==> src/rtl/serial_subtractor8.sv <==
// Bit-serial subtractor: DIFF = A - B - BIN, LSB first, one full-subtractor cell
// reused over WIDTH cycles behind a START/BUSY/DONE handshake.

module serial_subtractor8_fs (
  input  logic a,
  input  logic b,
  input  logic bin,
  output logic d,
  output logic bout
);
  assign d    = a ^ b ^ bin;
  assign bout = (~a & b) | (~(a ^ b) & bin);
endmodule

module serial_subtractor8 #(
  parameter int WIDTH = 8
) (
  input  logic             CLK,
  input  logic             RST,
  input  logic             START,
  input  logic [WIDTH-1:0] A,
  input  logic [WIDTH-1:0] B,
  input  logic             BIN,
  output logic [WIDTH-1:0] DIFF,
  output logic             BORROW,
  output logic             BUSY,
  output logic             DONE
);
  localparam int CW = $clog2(WIDTH) + 1;

  typedef enum logic [0:0] {IDLE, SHIFT} state_e;

  state_e           state_q, state_d;
  logic [WIDTH-1:0] a_sr_q, a_sr_d;
  logic [WIDTH-1:0] b_sr_q, b_sr_d;
  logic [WIDTH-1:0] d_sr_q, d_sr_d;
  logic             br_q, br_d;
  logic [CW-1:0]    cnt_q, cnt_d;
  logic [WIDTH-1:0] diff_q, diff_d;
  logic             borrow_q, borrow_d;
  logic             busy_q, busy_d;
  logic             done_q, done_d;

  logic             cell_d, cell_bout;
  logic [WIDTH-1:0] d_sr_next;

  serial_subtractor8_fs u_fs (
    .a    (a_sr_q[0]),
    .b    (b_sr_q[0]),
    .bin  (br_q),
    .d    (cell_d),
    .bout (cell_bout)
  );

  // The shifted result including the bit being produced this cycle; on the
  // last bit this is the complete difference.
  assign d_sr_next = {cell_d, d_sr_q[WIDTH-1:1]};

  always_comb begin
    state_d  = state_q;
    a_sr_d   = a_sr_q;
    b_sr_d   = b_sr_q;
    d_sr_d   = d_sr_q;
    br_d     = br_q;
    cnt_d    = cnt_q;
    diff_d   = diff_q;
    borrow_d = borrow_q;
    busy_d   = busy_q;
    done_d   = 1'b0;
    unique case (state_q)
      IDLE: begin
        if (START) begin
          a_sr_d  = A;
          b_sr_d  = B;
          br_d    = BIN;
          cnt_d   = '0;
          busy_d  = 1'b1;
          state_d = SHIFT;
        end
      end
      SHIFT: begin
        a_sr_d = a_sr_q >> 1;
        b_sr_d = b_sr_q >> 1;
        d_sr_d = d_sr_next;
        br_d   = cell_bout;
        cnt_d  = cnt_q + 1'b1;
        if (cnt_q == CW'(WIDTH - 1)) begin
          diff_d   = d_sr_next;
          borrow_d = cell_bout;
          done_d   = 1'b1;
          busy_d   = 1'b0;
          state_d  = IDLE;
        end
      end
      default: state_d = IDLE;
    endcase
  end

  always_ff @(posedge CLK) begin
    if (RST) begin
      state_q  <= IDLE;
      a_sr_q   <= '0;
      b_sr_q   <= '0;
      d_sr_q   <= '0;
      br_q     <= 1'b0;
      cnt_q    <= '0;
      diff_q   <= '0;
      borrow_q <= 1'b0;
      busy_q   <= 1'b0;
      done_q   <= 1'b0;
    end else begin
      state_q  <= state_d;
      a_sr_q   <= a_sr_d;
      b_sr_q   <= b_sr_d;
      d_sr_q   <= d_sr_d;
      br_q     <= br_d;
      cnt_q    <= cnt_d;
      diff_q   <= diff_d;
      borrow_q <= borrow_d;
      busy_q   <= busy_d;
      done_q   <= done_d;
    end
  end

  assign DIFF   = diff_q;
  assign BORROW = borrow_q;
  assign BUSY   = busy_q;
  assign DONE   = done_q;
endmodule

==> config.mk <==
export PLATFORM = sky130hd
export DESIGN_NAME = serial_subtractor8
export DESIGN_NICKNAME = d
export VERILOG_FILES = /design/src/rtl/serial_subtractor8.sv
export SDC_FILE = /design/constraint.sdc
export NUM_CORES = 1
export LEC_CHECK = 0
export CAP_MARGIN = 15
export CORE_MARGIN = 5
export CORE_UTILIZATION = 46
export CTS_CLUSTER_DIAMETER = 50
export DETAILED_ROUTE_END_ITERATION = 6
export MAX_ROUTING_LAYER = met4
export PLACE_DENSITY = 0.74
export SLEW_MARGIN = 40
export SYNTH_ARGS = -nofsm -noshare
export SYNTH_HDL_FRONTEND = slang
export SYNTH_SLANG_ARGS = --single-unit
==> constraint.sdc <==
create_clock -name CLK -period 1.24 [get_ports CLK]
set_input_delay 0.186 -clock CLK [delete_from_list [all_inputs] [get_ports CLK]]
set_output_delay 0.186 -clock CLK [all_outputs]
set_load 0.005 [all_outputs]
* Word-level counts from Yosys, hierarchy flattened
Cells that the tools add are included.
** Cells by class
- Bitwise operators :: 8
- Reduce and logical (&&, ||, !) cells :: 3
- Mux-type cells :: 15
- Equal/unequal tests :: 3
- $add $sub $neg :: 1
** Operators by type and width (number)
- $pmux 8 s2 :: 2
- $mux 8 :: 2
- $pmux 4 s2 :: 1
- $mux 1 :: 6
- $pmux 1 s2 :: 3
- $add 4x1->4 const B :: 1
- $eq 4x3->1 const B :: 1
- $mux 4 :: 1
- $reduce_and 2->1 :: 2
- $not 1->1 :: 3
- $and 1x1->1 :: 2
- $ne 2x1->1 const B :: 1
- $ne 2x2->1 const B :: 1
- $reduce_or 2->1 :: 1
- $xor 1x1->1 :: 2
- $or 1x1->1 :: 1
** Word-level totals
- Bits of input ports :: 20
- Register bits :: 41
- Logic and storage cells :: 40

* Logic depth before layout (Yosys ltp)
- Depth in word-level cells :: 5
- Depth in mapped cells :: 5
- Depth with buffers taken out :: 4

* By module
Synthesis repeated with hierarchy kept, for this count alone.
** Second synthesis, totals
- Cell total of the unflattened synthesis :: 186
- Area, all modules :: 1767.9 µm²
** Modules (own cells, without submodules)
- serial_subtractor8 :: area each 1736.7 µm², cells an instance 182, seq. area each 800.8 µm², instances 1
- serial_subtractor8_fs :: area each 31.3 µm², cells an instance 4, seq. area each 0.0 µm², instances 1

* Least setup slack after synthesis
No wires, ideal clock.
- Kind :: reg-to-reg
- Start :: register cnt_q[0]
- End :: register diff_q[3] (netlist: DIFF[3])
- Library setup time :: 0.069 ns
- Cell stages (with the launch flop) :: 6
- Data required time :: 1.171 ns
- Data arrival time :: 1.088 ns
- Path slack :: 0.083 ns
- Cell sequence :: dfxtp_1 -> ha_1 -> and4b_1 -> buf_6 -> nand2_1 -> a21oi_2
** Between the ends
- Longest elaborated chain between the ends :: 2
** RTL lines
- start, declared :: line 38 : logic [CW-1:0] cnt_q, cnt_d;
- start signal, assigned :: line 117 : cnt_q <= cnt_d;
- $eq 4x3->1 :: line 87 : if (cnt_q == CW'(WIDTH - 1)) begin
- $reduce_and 2->1 (no line)
- end signal, assigned :: line 118 : diff_q <= diff_d;
- end, declared :: line 39 : logic [WIDTH-1:0] diff_q, diff_d;
Every way passes these cells.
A chain may end at the register's enable or synchronous reset.

* Worst setup path after layout
- Start :: register cnt_q[0]
- End :: register borrow_q (netlist: BORROW)
** Between the ends
- Longest elaborated chain between the ends :: 2
** RTL lines
- $eq 4x3->1 :: line 87
- $reduce_and 2->1 (no line)
- end signal, assigned :: line 119 : borrow_q <= borrow_d;
- end, declared :: line 40 : logic borrow_q, borrow_d;
Every way passes these cells.

==> reports/qor.log <==
[run_status] outcome finished clean
[sta] worst-case headroom to the max-slew limit 85.13%
[logic_synthesis] net count of the mapped netlist 206
[place] number of I/O port buffers 30
[logic_synthesis] average footprint of a synthesized cell 9.153 sq um
[hold_path] class of the worst hold path reg -> reg
[sta] Final Setup Violations 0
[drt] routed wire length per instance 12.08 um
[setup_path] largest fanout on the critical path 8
[place] detailed-placement wirelength estimate 2139 um
[logic_synthesis] post-synthesis cell area 1684 sq um
[drt] via-per-instance ratio 4.915
[sta] setup repair after global routing missed its margin yes
[logic_synthesis] most area-consuming cells after synthesis sky130_fd_sc_hd__dfxtp_1 (48%), sky130_fd_sc_hd__nand2_1 (10%), sky130_fd_sc_hd__mux2_2 (9.4%), sky130_fd_sc_hd__a21oi_1 (6.2%), sky130_fd_sc_hd__mux2i_1 (5.3%)
[drt] number of routed nets with antenna violations 0
[cells_and_area] ANT cells 0
[sta] clock skew after layout 6.019 ps
[setup_path] endpoint of the worst register-to-register path BORROW
[setup_path] CP Class reg -> reg
[global_routing] sum of overflow across all layers after global routing 0
[cts] Clock Tree Root sky130_fd_sc_hd__clkbuf_8
[drt] Initial DRC Count 104
[sta] transition time of the tightest slew-check pin 220.1 ps
[floorplan] Die ar. 4971 sq um
[global_routing] first-pass GRT wire length 5416 um
[sta] share of the cycle needed by the critical path after routing 96.07%
[cts] Clock H-tree levels 2
[cts] TritonCTS sink count 40
[floorplan] area of the core region 3606 sq um
[setup_path] cell count of the worst reg-to-reg path 5
[drt] drc violations 0
[place] placer congestion estimate 0.7201
[logic_synthesis] largest area contributor in the netlist sky130_fd_sc_hd__dfxtp_1
[drt] number of search-and-repair iterations in the first detailed-routing pass 4
[logic_synthesis] synth unique cells 25
[setup_path] Critical path origin cnt_q[0]
[floorplan] starting density of the core 46.70%
[cells_and_area] sequential standard cell area 807.0 sq um
[power_and_ir_drop] cell leakage power 0.8800 nW
[setup_path] data required time at the worst endpoint 1450 ps
[global_routing] vias in the first global route 1,243
[sta] Worst Hold Margin 455.0 ps
[floorplan] horizontal die dimension 70.51 um
[floorplan] num rows 22
[drt] total detailed-routing wirelength 3261 um
[cells_and_area] number of fillers in the final layout 325
[sta] final count of hold timing violations 0
[logic_synthesis] flops & latches, synth 40
[power_and_ir_drop] total power per unit cell area 1161 nW/um^2
[power_and_ir_drop] Power, Total 2.542 mW
[cells_and_area] share of post-route cells with drive strength above 1 22.07%
[setup_path] endpoint arrival time on the critical path 1400 ps
[floorplan] Top Ports 31
[cts] Max Root-Sink Buffers 2
[power_and_ir_drop] Worst IR Drop VDD 0.5437 mV
[cts] clock transition time at the flip-flop clock pins of the worst setup and hold paths 70 ps
[hold_path] Hold Path End DIFF[7]
[cells_and_area] area growth from synthesis to final layout 29.94%
[floorplan] die height 70.51 um
[logic_synthesis] Synthesis Warnings 0
[sta] Period minus WS final 1191 ps
[cells_and_area] Final nets 243
[logic_synthesis] Post-Synthesis Cells 184
[setup_path] startpoint of the lowest-slack register-to-register path cnt_q[0]
[sta] timing-limited maximum frequency 839.4 MHz
[sta] Final TNS setup 0 ps
[setup_path] worst-case register-to-register setup slack 50 ps
[setup_path] CP startpoint kind flip-flop
[logic_synthesis] sequential-to-total area share from yosys stat 47.55%
[sta] minimum setup slack in the final design 48.70 ps
[sta] Slew Viols, Final 0
[cts] CTS buffer count 5
[setup_path] nature of the critical path endpoint flip-flop
[hold_path] number of instances on the worst hold path 2
[logic_synthesis] Yosys top cell area share 47.55%
[place] DP Cell Count 261
[cells_and_area] footprint of the multi-input gates 799.5 sq um
[global_routing] maximum number of pins on one net before global-route repair 41
[job] Max Cap Violations 0
[cts] clock tree from TritonCTS done
[place] worst-case setup slack after placement -231.0 ps
[hold_path] startpoint of the most critical hold path DIFF[7]
[global_routing] GR Util All Layers 13.94%
[global_routing] initial antenna violation count 0
[drt] number of vias after detailed routing 1,327
[cts] source-to-sink clock delay at the later pin of the worst-skew pair 290 ps
[cells_and_area] non-filler instance count after layout 270
-- critical path, cell delays in order (launching register included) --
cell                       delay [ps]
sky130_fd_sc_hd__dfxtp_2          360
sky130_fd_sc_hd__ha_4             150
sky130_fd_sc_hd__and4b_1          240
sky130_fd_sc_hd__buf_6            140
sky130_fd_sc_hd__nor2_2            30
sky130_fd_sc_hd__a211oi_1         180
-- report_power, final --
group	internal, mW	switching (mW)
combinational	0.175	0.136
sequential	1.33	0.0287
clock	0.454	0.416
total	1.96	0.580
-- flip-flops by register name (all words and copies together), names as in the netlist --
register	flops
BORROW	1
BUSY	1
DIFF	8
DONE	1
a_sr_q	8
b_sr_q	8
br_q	1
cnt_q	4
d_sr_q	7
state_q	1
-- logic make-up after synthesis --
| group | Yosys count | synth area share (%) |
|---|---|---|
| and+or+nand+nor | 69 | 17.16 |
| DFF | 40 | 47.55 |
| AOI/OAI and AO/OA | 32 | 11.96 |
| muxes | 23 | 14.71 |
| buffers and inverters | 17 | 6.166 |
| adders and majority gates | 2 | 1.932 |
| xor gates and xnor gates | 1 | 0.5202 |
-- routing by layer --
layer  GRT usage [%]  vias to the layer above  part of all wire, %
met3           3.453                        5                  4.0
met5               -                        -                    0
met2           20.69                       25                   47
li1                -                      684                    -
met1           17.27                      613                   47
met4           7.660                        0                  1.9
-- Yosys cell counts --
cell type,number
sky130_fd_sc_hd__mux2_2,14
sky130_fd_sc_hd__mux2i_1,9
sky130_fd_sc_hd__and4b_1,1
sky130_fd_sc_hd__ha_1,1
sky130_fd_sc_hd__clkbuf_1,5
sky130_fd_sc_hd__o21ai_0,1
sky130_fd_sc_hd__a21oi_2,6
sky130_fd_sc_hd__nor2_1,13
sky130_fd_sc_hd__buf_6,4
sky130_fd_sc_hd__nand3_1,1
sky130_fd_sc_hd__xor2_1,1
sky130_fd_sc_hd__nor3_1,5
sky130_fd_sc_hd__nor3b_1,3
sky130_fd_sc_hd__a41oi_1,1
sky130_fd_sc_hd__a21oi_1,21
sky130_fd_sc_hd__a211oi_1,1
sky130_fd_sc_hd__buf_4,2
sky130_fd_sc_hd__nand4b_1,1
sky130_fd_sc_hd__a211oi_2,1
sky130_fd_sc_hd__dfxtp_1,40
sky130_fd_sc_hd__buf_2,2
sky130_fd_sc_hd__o211a_1,1
sky130_fd_sc_hd__nand2_1,45
sky130_fd_sc_hd__inv_1,4
sky130_fd_sc_hd__fa_1,1
-- repair_timing --
item / in CTS / in global routing
setup endpoints to repair: 14 / 11
buffers inserted: 0 / 1
hold buffers: 0 / 0
gates resized for setup: 15 / 9
pin swaps: 2 / 1
-- metrics by stage --
| step | utilization (%) | cell area, sq um |
|---|---|---|
| 5_1_grt | 60.69 | 2188 |
| 3_3_place_gp | 57.43 | 2071 |
| 3_5_place_dp | 57.43 | 2071 |
| 6_report | 60.69 | 2188 |
| 2_1_floorplan | - | 1684 |
| 4_1_cts | 59.78 | 2156 |
-- worst max path at each step --
stage / end / slack (ps) / depth (start not counted)
floorplan: DIFF[3] / 80 / 5
global placement: b_sr_q[6] / -190 / 5
detailed placement: b_sr_q[0] / -230 / 5
CTS: BORROW / 5 / 5
global route: d_sr_q[7] / -30 / 4
finish: BORROW / 50 / 5
-- cell type report --
type | instances | area share, %
tap | 48 | 2.744
clock buffer | 8 | 4.117
inverter | 4 | 0.6861
timing repair buffer | 43 | 19.04
multi-input combinational | 127 | 36.54
sequential | 40 | 36.88
-- layout by cell type, fill, tap and decap left out, types with 2 or more instances in the layout --
cell type | netlist | final
sky130_fd_sc_hd__mux2_2 | 14 | 14
sky130_fd_sc_hd__dfxtp_1 | 40 | 35
sky130_fd_sc_hd__inv_1 | 4 | 3
sky130_fd_sc_hd__nor3b_1 | 3 | 3
sky130_fd_sc_hd__a21oi_2 | 6 | 6
sky130_fd_sc_hd__buf_6 | 4 | 2
sky130_fd_sc_hd__clkdlybuf4s50_1 | 0 | 19
sky130_fd_sc_hd__nand2_1 | 45 | 45
sky130_fd_sc_hd__buf_4 | 2 | 9
sky130_fd_sc_hd__a21oi_1 | 21 | 21
sky130_fd_sc_hd__nor3_1 | 5 | 4
sky130_fd_sc_hd__mux2i_1 | 9 | 9
sky130_fd_sc_hd__clkbuf_8 | 0 | 6
sky130_fd_sc_hd__clkbuf_1 | 5 | 2
sky130_fd_sc_hd__buf_12 | 0 | 2
sky130_fd_sc_hd__dlygate4sd2_1 | 0 | 11
sky130_fd_sc_hd__nor2_1 | 13 | 12
sky130_fd_sc_hd__dfxtp_2 | 0 | 5
No activity file was read; power rests on OpenSTA's default activity.
